File: config.mk
export PLATFORM = sky130hd
export DESIGN_NAME = hex_entry_flat
export DESIGN_NICKNAME = d
export VERILOG_FILES = /design/src/rtl/hex_entry_pkg.sv /design/src/rtl/hex_entry_if.sv /design/src/rtl/hex_entry_button_debounce.sv /design/src/rtl/hex_entry.sv /design/src/flat_wrapper.sv
export SDC_FILE = /design/constraint.sdc
export NUM_CORES = 1
export LEC_CHECK = 0
export ABC_AREA = 1
export CAP_MARGIN = 20
export CORE_UTILIZATION = 50
export CTS_CLUSTER_DIAMETER = 40
export DETAILED_ROUTE_END_ITERATION = 12
export MAX_ROUTING_LAYER = met4
export PLACE_DENSITY = 0.76
export SYNTH_ARGS = -nofsm -noshare
export SYNTH_HDL_FRONTEND = slang
export SYNTH_SLANG_ARGS = --single-unit
File: constraint.sdc
create_clock -name clk -period 2.4 [get_ports clk]
set_clock_uncertainty 0.05 [all_clocks]
set_input_delay 0.72 -clock clk [delete_from_list [all_inputs] [get_ports clk]]
set_output_delay 0.72 -clock clk [all_outputs]
set_load 0.02 [all_outputs]
File: src/rtl/hex_entry_pkg.sv
// Shared types for the hex entry front end: button identities (enum order is event priority),
// widths, and the priority pick helper.
package hex_entry_pkg;

    localparam int unsigned NUM_BTNS   = 5;
    localparam int unsigned VALUE_W    = 32;
    localparam int unsigned NUM_DIGITS = 8;
    localparam int unsigned CURSOR_W   = 3;
    localparam int unsigned NIBBLE_W   = 4;

    // Lower encoding wins when several press events land in the same cycle.
    typedef enum logic [2:0] {
        BTN_CENTER = 3'd0,
        BTN_UP     = 3'd1,
        BTN_DOWN   = 3'd2,
        BTN_LEFT   = 3'd3,
        BTN_RIGHT  = 3'd4
    } btn_e;

    function automatic btn_e pick_event(input logic [NUM_BTNS-1:0] ev);
        btn_e sel;
        sel = BTN_RIGHT;
        for (int i = int'(NUM_BTNS) - 1; i >= 0; i--) begin
            if (ev[i]) sel = btn_e'(3'(i));
        end
        return sel;
    endfunction

endpackage

File: src/rtl/hex_entry_if.sv
// Button, host-load and display bundle between the board/host side and hex_entry.
interface hex_entry_if;
    import hex_entry_pkg::*;

    logic                btn_up;
    logic                btn_down;
    logic                btn_left;
    logic                btn_right;
    logic                btn_center;
    logic                load;
    logic [VALUE_W-1:0]  load_value;
    logic [VALUE_W-1:0]  value;
    logic [VALUE_W-1:0]  committed;
    logic                commit;
    logic [CURSOR_W-1:0] cursor;
    logic [NUM_DIGITS-1:0] enable;

    modport master (
        output btn_up, btn_down, btn_left, btn_right, btn_center, load, load_value,
        input  value, committed, commit, cursor, enable
    );

    modport slave (
        input  btn_up, btn_down, btn_left, btn_right, btn_center, load, load_value,
        output value, committed, commit, cursor, enable
    );
endinterface

File: src/rtl/hex_entry_button_debounce.sv
// One push-button: 2-flop synchronizer, stability counter and registered rising-edge press pulse.
module button_debounce #(
    parameter int unsigned DEBOUNCE_CYCLES = 20000
) (
    input  logic clk,
    input  logic reset,
    input  logic raw,
    output logic level,
    output logic press
);
    localparam int unsigned CNT_W = (DEBOUNCE_CYCLES > 1) ? $clog2(DEBOUNCE_CYCLES) : 1;
    localparam logic [CNT_W-1:0] CNT_LAST = CNT_W'(DEBOUNCE_CYCLES - 1);

    logic             sync1_q, sync1_d;
    logic             sync2_q, sync2_d;
    logic             level_q, level_d;
    logic             level_prev_q, level_prev_d;
    logic             press_q, press_d;
    logic [CNT_W-1:0] cnt_q, cnt_d;

    always_comb begin
        sync1_d      = raw;
        sync2_d      = sync1_q;
        level_d      = level_q;
        cnt_d        = '0;
        level_prev_d = level_q;
        press_d      = level_q & ~level_prev_q;
        // Count only while the synchronized input disagrees; any agreement restarts the window.
        if (sync2_q != level_q) begin
            if (cnt_q == CNT_LAST) begin
                level_d = ~level_q;
            end else begin
                cnt_d = cnt_q + CNT_W'(1);
            end
        end
    end

    always_ff @(posedge clk) begin
        if (reset) begin
            sync1_q      <= 1'b0;
            sync2_q      <= 1'b0;
            level_q      <= 1'b0;
            level_prev_q <= 1'b0;
            press_q      <= 1'b0;
            cnt_q        <= '0;
        end else begin
            sync1_q      <= sync1_d;
            sync2_q      <= sync2_d;
            level_q      <= level_d;
            level_prev_q <= level_prev_d;
            press_q      <= press_d;
            cnt_q        <= cnt_d;
        end
    end

    assign level = level_q;
    assign press = press_q;
endmodule

File: src/rtl/hex_entry.sv
// Debounced five-button hex editor: nibble/cursor edits, commit capture, host load and cursor blink.
module hex_entry
    import hex_entry_pkg::*;
#(
    parameter int unsigned DEBOUNCE_CYCLES = 20000,
    parameter int unsigned BLINK_CYCLES    = 4000000
) (
    input  logic        clk,
    input  logic        reset,
    hex_entry_if.slave  bus
);
    localparam int unsigned BLINK_W = (BLINK_CYCLES > 1) ? $clog2(BLINK_CYCLES) : 1;
    localparam logic [BLINK_W-1:0] BLINK_LAST = BLINK_W'(BLINK_CYCLES - 1);

    logic [NUM_BTNS-1:0]   raw, level, press, evt;
    logic [VALUE_W-1:0]    value_q, value_d;
    logic [VALUE_W-1:0]    committed_q, committed_d;
    logic                  commit_q, commit_d;
    logic [CURSOR_W-1:0]   cursor_q, cursor_d;
    logic [NUM_DIGITS-1:0] enable_q, enable_d;
    logic                  blink_on_q, blink_on_d;
    logic [BLINK_W-1:0]    blink_cnt_q, blink_cnt_d;
    logic [4:0]            nib_lsb;
    btn_e                  sel;

    // Bit index follows btn_e encoding.
    assign raw = {bus.btn_right, bus.btn_left, bus.btn_down, bus.btn_up, bus.btn_center};

    for (genvar g = 0; g < int'(NUM_BTNS); g++) begin : g_btn
        button_debounce #(.DEBOUNCE_CYCLES(DEBOUNCE_CYCLES)) u_debounce (
            .clk   (clk),
            .reset (reset),
            .raw   (raw[g]),
            .level (level[g]),
            .press (press[g])
        );
    end

    // A press whose level has already fallen again is ignored.
    assign evt     = press & level;
    assign sel     = pick_event(evt);
    assign nib_lsb = {cursor_q, 2'b00};

    always_comb begin
        value_d     = value_q;
        committed_d = committed_q;
        commit_d    = 1'b0;
        cursor_d    = cursor_q;
        blink_on_d  = blink_on_q;
        blink_cnt_d = blink_cnt_q + BLINK_W'(1);

        if (bus.load) begin
            value_d = bus.load_value;
        end else if (|evt) begin
            unique case (sel)
                BTN_CENTER: begin
                    committed_d = value_q;
                    commit_d    = 1'b1;
                end
                BTN_UP:   value_d[nib_lsb +: NIBBLE_W] = value_q[nib_lsb +: NIBBLE_W] + 4'd1;
                BTN_DOWN: value_d[nib_lsb +: NIBBLE_W] = value_q[nib_lsb +: NIBBLE_W] - 4'd1;
                BTN_LEFT: cursor_d = cursor_q + 3'd1;
                default:  cursor_d = cursor_q - 3'd1;
            endcase
        end

        // Any press restarts a full on-phase so the operator sees the digit immediately.
        if (|evt) begin
            blink_cnt_d = '0;
            blink_on_d  = 1'b1;
        end else if (blink_cnt_q == BLINK_LAST) begin
            blink_cnt_d = '0;
            blink_on_d  = ~blink_on_q;
        end

        enable_d           = '1;
        enable_d[cursor_q] = blink_on_d;
    end

    always_ff @(posedge clk) begin
        if (reset) begin
            value_q     <= '0;
            committed_q <= '0;
            commit_q    <= 1'b0;
            cursor_q    <= '0;
            enable_q    <= '1;
            blink_on_q  <= 1'b1;
            blink_cnt_q <= '0;
        end else begin
            value_q     <= value_d;
            committed_q <= committed_d;
            commit_q    <= commit_d;
            cursor_q    <= cursor_d;
            enable_q    <= enable_d;
            blink_on_q  <= blink_on_d;
            blink_cnt_q <= blink_cnt_d;
        end
    end

    assign bus.value     = value_q;
    assign bus.committed = committed_q;
    assign bus.commit    = commit_q;
    assign bus.cursor    = cursor_q;
    assign bus.enable    = enable_q;
endmodule

File: src/flat_wrapper.sv
// flat-port wrapper written by rule: the top's interface ports become plain ports
module hex_entry_flat import hex_entry_pkg::*;
#(
    parameter int unsigned DEBOUNCE_CYCLES = 20000,
    parameter int unsigned BLINK_CYCLES    = 4000000
)
  (clk, reset, bus_btn_up, bus_btn_down, bus_btn_left, bus_btn_right, bus_btn_center, bus_load, bus_load_value, bus_value, bus_committed, bus_commit, bus_cursor, bus_enable);
  hex_entry_if bus_i ();
  input  logic clk;
  input  logic reset;
  input wire logic [$bits(bus_i.btn_up)-1:0] bus_btn_up;
  input wire logic [$bits(bus_i.btn_down)-1:0] bus_btn_down;
  input wire logic [$bits(bus_i.btn_left)-1:0] bus_btn_left;
  input wire logic [$bits(bus_i.btn_right)-1:0] bus_btn_right;
  input wire logic [$bits(bus_i.btn_center)-1:0] bus_btn_center;
  input wire logic [$bits(bus_i.load)-1:0] bus_load;
  input wire logic [$bits(bus_i.load_value)-1:0] bus_load_value;
  output wire logic [$bits(bus_i.value)-1:0] bus_value;
  output wire logic [$bits(bus_i.committed)-1:0] bus_committed;
  output wire logic [$bits(bus_i.commit)-1:0] bus_commit;
  output wire logic [$bits(bus_i.cursor)-1:0] bus_cursor;
  output wire logic [$bits(bus_i.enable)-1:0] bus_enable;
  assign bus_i.btn_up = bus_btn_up;
  assign bus_i.btn_down = bus_btn_down;
  assign bus_i.btn_left = bus_btn_left;
  assign bus_i.btn_right = bus_btn_right;
  assign bus_i.btn_center = bus_btn_center;
  assign bus_i.load = bus_load;
  assign bus_i.load_value = bus_load_value;
  assign bus_value = bus_i.value;
  assign bus_committed = bus_i.committed;
  assign bus_commit = bus_i.commit;
  assign bus_cursor = bus_i.cursor;
  assign bus_enable = bus_i.enable;
  hex_entry #(.DEBOUNCE_CYCLES(DEBOUNCE_CYCLES), .BLINK_CYCLES(BLINK_CYCLES)) u_core (.clk(clk), .reset(reset), .bus(bus_i));
endmodule
==> impl_metrics.ini, run 1 <==
[timing]
slew_headroom = 0.5640
setup_viol = 0
min_period_over_period = 0.9938
post-route-min-period_ns = 2.385
timing.fmax_mhz = 419.3
hold_viol_final = 0
worst_pin_slew_ns = 0.6481
slew_violations = 0
rsz0062_at_grt = true

[logic_synthesis]
synth_top_area_frac = 0.4514
yosys-top-cells-area = dfxtp_1, nand2_1, inv_1
synth_fp_nets = 1259
syn_inst = 1205
synth_top_area_cell = dfxtp_1
synthArstFlopShare = 0
synth_cell_types = 43
syn_area_per_cell_um2 = 7.323
ys.flop_type = dfxtp_1
ys_ff_latch = 199
synth-edff-count = 0
syn_area_um2 = 8825
ys_seq_area_frac = 0.4514
yosysWarnings = 0

[worst_setup_path]
path_depth = 1
cp.arrival_ns = 1.62
critical_path_buf_inv_count = 1
critical-path-top-delay-family = buffers and inverters
crit_slowest_cell = clkdlybuf4s50_1
worst_setup_path_end_kind = output pin
path_class = reg2out
critPathMaxStageDelay_ns = 0.67
ff2ff_path_depth = 11
path_cells = clkdlybuf4s50_1
startpoint = u_core.bus.value[15]
start_kind = register
crit_fanout = 3
r2r-start = u_core.bus.cursor[1]
crit_required_ns = 1.63

[detailed_routing]
final_antenna_net_count = 0
viasPerCell = 5.255
via_count = 8329
routed_wl_um = 23640
wl_per_cell_um = 14.91
drt_iter0_markers = 683
drtPass1Iterations = 5
remaining_drc_errors = 0

[die]
start_util = 0.5120
coreArea_um2 = 17240
die_y_um = 134.9
ios = 116
fp.dieW_um = 134.9
placementRows = 48
die-area_um2 = 18180

[global_route]
grt_first_pass_wirelength_um = 37500
grtUsageTotal = 0.2723
grt_max_degree = 44
grt_pass1_vias = 7631
antenna_found_initial = 0
grt_overflow = 0

[clocking]
clock_sinks = 199
clk_path_buf_depth = 2
root_buffer = clkbuf_16
worstSkewPairLatency_ns = 0.44
cts_tree = yes
htreeDepth = 4
clkTransAtPathRegs_ns = 0.07
cts-buffers-inserted = 17

[final_layout]
synthToLayoutAreaGrowth_pct = 25.48
diodes = 0
final_net_count = 1403
stdcell_count = 1585
drive_gt1_frac = 0.08603
fin_util = 0.6424

[place]
portBuffers = 115
placed_cells = 1553
gp_congestion = 1.024
hpwl_um = 17790

[power]
power_leakage_nw = 4.459
cellPowerDensity_nw_per_um2 = 609.0
ir_drop_mv = 0.5114

[status]
run_status = completed

[worst_hold_path]
hold_class = reg2reg
hp-start = u_core.g_btn[2].u_debounce.level_prev_q
min_path_cells = 1

[flow_run]
timing.max_cap.violations = 0
==> report_power, final <==
group / switching (mW) / internal, mW / total (mW)
sequential: 0.0355 / 3.34 / 3.38
combinational: 0.249 / 0.194 / 0.443
clock: 1.23 / 1.69 / 2.92
==> flip-flops by register name (all words and copies together) (netlist names) <==
| name | cells |
|---|---|
| u_core.bus.enable | 8 |
| u_core.blink_cnt_q | 22 |
| u_core.g_btn.u_debounce.sync1_q | 5 |
| u_core.g_btn.u_debounce.cnt_q | 75 |
| u_core.g_btn.u_debounce.level_prev_q | 5 |
| u_core.bus.committed | 32 |
| u_core.bus.value | 32 |
| u_core.g_btn.u_debounce.level | 5 |
| u_core.bus.cursor | 3 |
| u_core.g_btn.u_debounce.sync2_q | 5 |
| u_core.bus.commit | 1 |
| u_core.blink_on_q | 1 |
| u_core.g_btn.u_debounce.press | 5 |
==> layout make-up <==
type                            instances  area [um2]
Clock inverter                         10       143.9
Inverter                              170       645.6
Tap cell                              225       281.5
Clock buffer                           20       456.7
Fill cell                            1510        6163
Sequential cell                       199        3989
Timing Repair Buffer                  158        1486
Multi-Input combinational cell        803        4070
==> placed cells by master, fill, tap and decap left out, types with 3 or more instances in the layout <==
master           netlist  layout
nand2_1              214     214
a21oi_1               79      79
clkbuf_16              0      17
nor3_1                43      43
nor2_1               147     145
a211oi_1               5       5
ha_1                  13      13
nor2_4                 4       5
buf_4                  2      41
o21a_1                 4       4
nor3b_1               14      14
inv_1                165     164
nand4_1               26      26
or2_2                  5       5
a221oi_1               6       6
o211ai_1               3       3
nor2_2                 5       6
inv_2                  2       3
clkinvlp_4             0       3
nor3_2                 5       4
bufinv_16              0       3
clkdlybuf4s50_1        0     111
nor4_1                13      13
dfxtp_1              199     197
and3_1                 3       3
o21ai_0               74      74
xnor2_1                6       6
nand3_1               80      80
nand2_2                6       6
a31oi_1               15      15
a21oi_2                5       5
xor2_1                18      17
==> synth_stat cells (15+ instances only) <==
cell / instances
nand3_1: 80
xor2_1: 18
nor2_1: 147
o21ai_0: 74
nor3_1: 43
nand4_1: 26
a21oi_1: 79
dfxtp_1: 199
a31oi_1: 15
nand2_1: 214
inv_1: 165
clkbuf_1: 24
==> cell families (layout without fill, tap and decap cells) <==
group	count (synthesis)	after routing	share of synthesized area
and+or+nand+nor	569	569	0.2908
buffers and inverters	203	358	0.09003
DFF	199	199	0.4514
AOI/OAI and AO/OA	196	196	0.1232
xor gates and xnor gates	24	24	0.02382
adders and majority gates	14	14	0.02070
==> what timing repair did <==
item	4_1_cts	5_1_grt
resized for setup	3	6
setup endpoints to repair	3	11
gates cloned	0	0
hold buffers	0	0
setup buffers	0	2
==> per-layer routing <==
metal  share of wire  global-route usage
met4           0.012             0.06305
met3           0.073             0.06869
met1            0.47              0.3690
met5               0                   -
met2            0.44              0.4072
==> through the flow <==
stage	hold slack, ns	power, mW	TNS, ns	cell area, um2	setup WS [ns]
2_1_floorplan	0.3232	3.655	0	8826	0.05515
3_3_place_gp	0.3252	3.884	0	10440	0.1410
3_5_place_dp	0.3273	3.884	0	10440	0.09954
4_1_cts	0.3371	6.773	0	11040	0.03114
5_1_grt	0.3503	6.955	-0.04135	11070	-0.009649
6_report	0.3341	6.744	0	11070	0.01496
==> path summary, 6_finish.rpt <==
path	to	slack, ns
worst max-delay path	bus_value[15]	0.01
worst min-delay path	u_core.g_btn[2].u_debounce.press	0.33
worst max register to register	u_core.bus.value[13]	0.12
worst min register to register	u_core.g_btn[2].u_debounce.press	0.33
No activity file was read; power rests on OpenSTA's default activity.
==> inputs of run 2 (changes only) <==
--- a/config.mk
+++ b/config.mk
@@ -10,7 +10,6 @@
 export CORE_UTILIZATION = 50
 export CTS_CLUSTER_DIAMETER = 40
 export DETAILED_ROUTE_END_ITERATION = 12
-export MAX_ROUTING_LAYER = met4
 export PLACE_DENSITY = 0.76
 export SYNTH_ARGS = -nofsm -noshare
 export SYNTH_HDL_FRONTEND = slang
==> impl_metrics.ini, run 2 (synthesized netlist as in run 1, its figures left out) <==
[place]
dpl-instance-area_um2 = 10490
hpwl_um = 17710
portBuffers = 115
gp_congestion = 1.026

[clocking]
clkTransAtPathRegs_ns = 0.07
cts-buffers-inserted = 17
clock_sinks = 199
cts_tree = yes
cts_hold_buf = 0
root_buffer = clkbuf_16
worstSkewPairLatency_ns = 0.43
htreeDepth = 4
post-cts-setup-buffers = 0
clk_path_buf_depth = 2

[die]
ios = 116
start_util = 0.5120
fp.dieW_um = 134.9
die-area_um2 = 18180
placementRows = 48
coreArea_um2 = 17240
die_y_um = 134.9

[power]
ir_drop_mv = 0.6134
comb_power_share = 0.067
switching_share = 0.2317
p_sw_mw = 1.490
power_frac_clock = 0.407
internal-power_mw = 4.942
power_leakage_nw = 4.481
p_seq_frac = 0.525
cellPowerDensity_nw_per_um2 = 582.5

[worst_setup_path]
start_kind = register
r2r_setup_slack_ns = 0.13
crit_required_ns = 1.63
crit_slowest_cell = clkdlybuf4s50_1
path_cells = buf_4, clkdlybuf4s50_1
crit_fanout = 2
critical-path-top-delay-family = buffers and inverters
r2r-start = u_core.bus.cursor[0]
critPathMaxStageDelay_ns = 0.60
path_class = reg2out
cp.arrival_ns = 1.58
timing.rr.end = u_core.bus.value[20]
ff2ff_path_depth = 9
worst_setup_path_end_kind = output pin
critical_path_buf_inv_count = 2

[detailed_routing]
met1_length_um = 11160
final_antenna_net_count = 0
wl_per_cell_um = 14.63
routed_wl_um = 23320
met2_length_um = 10210
remaining_drc_errors = 0
via_count = 8364
met3WireLength_um = 1659
viasPerCell = 5.247
drt_iter0_markers = 805
drtPass1Iterations = 5
top_layer = met4

[worst_hold_path]
min_path_cells = 1
hp-start = u_core.g_btn[2].u_debounce.level_prev_q
hold_end = u_core.g_btn[2].u_debounce.press
hold_class = reg2reg

[global_route]
grt_first_pass_wirelength_um = 37630
grt_max_degree = 50
antenna_found_initial = 0
grtUsageTotal = 0.2642
grt_overflow = 0
grt_pass1_vias = 7568

[timing]
rsz0062_at_grt = false
fin_tns_setup_ns = 0
setup_viol = 0
worst_pin_slew_ns = 0.6345
min_period_over_period = 0.9812
timing.fmax_mhz = 424.6
whs_ns = 0.3378
slew_headroom = 0.5731
hold_viol_final = 0
post-route-min-period_ns = 2.355
slew_violations = 0

[final_layout]
final_cell_area_um2 = 11040
drive_gt1_frac = 0.09277
final_net_count = 1411
register_area_um2 = 3990
final_common_cell = nand2_1
fin_util = 0.6406
fill_cells = 1534
regMostFlops = u_core.g_btn.u_debounce.cnt_q
layout_common_cells = nand2_1, dfxtp_1, inv_1, nor2_1, clkdlybuf4s50_1
synthToLayoutAreaGrowth_pct = 25.12
diodes = 0
multi_input_area_um2 = 4075
largest_register_ff_count = 75

[status]
run_status = completed

[flow_run]
timing.max_cap.violations = 0
run 2: cell type report:
type / instances / area share
Clock buffer: 25 / 0.04397
Multi-Input combinational cell: 803 / 0.3691
Inverter: 170 / 0.05824
Clock inverter: 6 / 0.003853
Sequential cell: 199 / 0.3614
Tap cell: 225 / 0.02550
Timing Repair Buffer: 166 / 0.1380
run 2: worst reg2reg max path, delay by kind of cell (launching register included):
family                   cells  cell delay (ns)
AO/OA/AOI/OAI                1             0.13
buffers and inverters        3             0.43
adder cells (fa/ha/maj)      2             0.53
AND/OR/NAND/NOR              3             0.63
flip-flops                   1             0.43
run 2: worst max-delay path by stage:
| stage | startpoint | end | slack [ns] | depth (start not counted) |
|---|---|---|---|---|
| after floorplan | u_core.bus.cursor[1] | u_core.bus.value[19] | 0.06 | 11 |
| after global placement | u_core.bus.cursor[0] | u_core.bus.value[21] | 0.14 | 10 |
| after detailed placement | u_core.bus.cursor[0] | u_core.bus.value[21] | 0.08 | 11 |
| after CTS | u_core.bus.value[1] | bus_value[1] | 0.02 | 2 |
| after global routing | u_core.bus.cursor[0] | u_core.bus.value[1] | 0.001 | 10 |
| final | u_core.bus.value[12] | bus_value[12] | 0.05 | 2 |
run 2: power by group through the flow:
stage	Clock, mW	Combinational (mW)	Sequential [mW]
finish	2.62	0.433	3.38
global route	2.82	0.470	3.38
CTS	2.68	0.429	3.38
detailed placement	0	0.426	3.45
global placement	0	0.423	3.46
floorplan	0	0.175	3.48
run 2: through the flow:
step	cells	setup slack, ns	power [mW]
after CTS	1594	0.02388	6.489
after global routing	1594	0.001265	6.669
final	1594	0.04502	6.432
after floorplan	1205	0.05515	3.655
after detailed placement	1563	0.08122	3.881
after global placement	1563	0.1437	3.878
run 2: timing repair:
action,CTS,global route
gates resized for setup,2,11
endpoints found under the setup margin,2,23
pin swaps,0,3
run 2: per-layer routing:
metal | GRT usage | vias to the layer above
met2 | 0.3986 | 280
met4 | 0.07116 | 0
met5 | 0 | -
li1 | - | 4249
met1 | 0.3799 | 3810
met3 | 0.05743 | 25
==> inputs of run 3 (changes only) <==
--- a/config.mk
+++ b/config.mk
@@ -11,6 +11,7 @@
 export CTS_CLUSTER_DIAMETER = 40
 export DETAILED_ROUTE_END_ITERATION = 12
 export PLACE_DENSITY = 0.76
+export REMOVE_ABC_BUFFERS = 1
 export SYNTH_ARGS = -nofsm -noshare
 export SYNTH_HDL_FRONTEND = slang
 export SYNTH_SLANG_ARGS = --single-unit
==> impl_metrics.ini, run 3 (synthesized netlist as in run 1, its figures left out) <==
[status]
run_status = completed

[worst_setup_path]
ff2ff_path_depth = 11
crit_required_ns = 1.63
path_cells = clkdlybuf4s50_1
critical-path-top-delay-family = buffers and inverters
crit_slowest_cell = clkdlybuf4s50_1
start_kind = register
crit_fanout = 5
critical_path_buf_inv_count = 1
critPathMaxStageDelay_ns = 0.65
cp.arrival_ns = 1.54
path_class = reg2out
worst_setup_path_end_kind = output pin
path_depth = 1

[global_route]
grt_overflow = 0
grtUsageTotal = 0.2434
grt_pass1_vias = 7389
grt_first_pass_wirelength_um = 35270
grt_max_degree = 63
antenna_found_initial = 0

[flow_run]
timing.max_cap.violations = 0

[power]
p_total_mw = 6.852
ir_drop_mv = 0.5174
cellPowerDensity_nw_per_um2 = 619.7
power_leakage_nw = 4.452

[clocking]
worstSkewPairLatency_ns = 0.43
htreeDepth = 4
cts-buffers-inserted = 17
clk_path_buf_depth = 2
clock_sinks = 199
clkTransAtPathRegs_ns = 0.07
cts_tree = yes
root_buffer = clkbuf_16
cts_hold_buf = 0

[timing]
timing.fmax_mhz = 432.6
min_period_over_period = 0.9632
setup_viol = 0
slew_headroom = 0.5677
whs_ns = 0.3367
fin_tns_setup_ns = 0
worst_pin_slew_ns = 0.6425
slew_violations = 0
post-route-min-period_ns = 2.312
worst_slack_ns = 0.08825
hold_viol_final = 0

[detailed_routing]
viasPerCell = 5.166
via_count = 8157
routed_wl_um = 21440
drt_iter0_markers = 629
remaining_drc_errors = 0
final_antenna_net_count = 0
wl_per_cell_um = 13.58
drtPass1Iterations = 5

[place]
placed_cells = 1543
hpwl_um = 15920
dp_slack_ns = 0.05331
portBuffers = 115
gp_congestion = 0.9496
dpl-instance-area_um2 = 10350

[die]
start_util = 0.5120
fp.dieW_um = 134.9
die_y_um = 134.9
placementRows = 48
ios = 116
die-area_um2 = 18180
coreArea_um2 = 17240

[final_layout]
final_common_cell = nand2_1
synthToLayoutAreaGrowth_pct = 25.29
diodes = 0
fill_cells = 1496
largest_register_ff_count = 75
stdcell_count = 1579
final_cell_area_um2 = 11060
regMostFlops = u_core.g_btn.u_debounce.cnt_q
final_net_count = 1395
drive_gt1_frac = 0.08567
layout_common_cells = nand2_1, dfxtp_1, inv_1, nor2_1, clkdlybuf4s50_1
fin_util = 0.6415

[worst_hold_path]
hold_class = reg2reg
min_path_cells = 1
-- run 3: cell count changes in the layout (fill, tap and decap cells not counted), moves of 3 or more --
cell and delta:
inv_6 +4, buf_4 -17, clkbuf_1 -5, clkbuf_8 -3, bufinv_16 +4, nor3_1 -3
-- run 3: power by group --
| group | switching (mW) | total (mW) | internal (mW) |
|---|---|---|---|
| clock network | 1.29 | 3.06 | 1.77 |
| registers | 0.0366 | 3.38 | 3.34 |
| logic | 0.227 | 0.409 | 0.182 |
-- run 3: final cells by class --
| class | instances | area, um2 | area share |
|---|---|---|---|
| Multi-Input combinational cell | 803 | 4089 | 0.3698 |
| Sequential cell | 199 | 3990 | 0.3609 |
| Timing Repair Buffer | 150 | 1416 | 0.1281 |
| Inverter | 170 | 643.1 | 0.05816 |
| Clock buffer | 17 | 425.4 | 0.03847 |
| Tap cell | 225 | 281.5 | 0.02546 |
| Clock inverter | 15 | 211.5 | 0.01912 |
-- run 3: metal layers --
metal  GRT usage  share of wire  up-vias
met4     0.06991          0.016        0
li1            -              -     4207
met1      0.3281           0.47     3711
met3     0.04842          0.053       22
met5           0              0        -
met2      0.3949           0.46      217
-- run 3: worst paths after layout --
| path | startpoint | end | slack [ns] |
|---|---|---|---|
| setup / recovery | u_core.bus.value[5] | bus_value[5] | 0.09 |
| hold reg to reg | u_core.g_btn[0].u_debounce.level_prev_q | u_core.g_btn[0].u_debounce.press | 0.34 |
| setup reg to reg | u_core.bus.cursor[1] | u_core.bus.value[13] | 0.20 |
| hold / removal | u_core.g_btn[0].u_debounce.level_prev_q | u_core.g_btn[0].u_debounce.press | 0.34 |
-- run 3: what timing repair did --
action / 4_1_cts / 5_1_grt
pin swaps: 0 / 1
buffers inserted: 0 / 4
hold endpoints to repair: 0 / 0
gates resized for setup: 4 / 11
endpoints found under the setup margin: 3 / 13
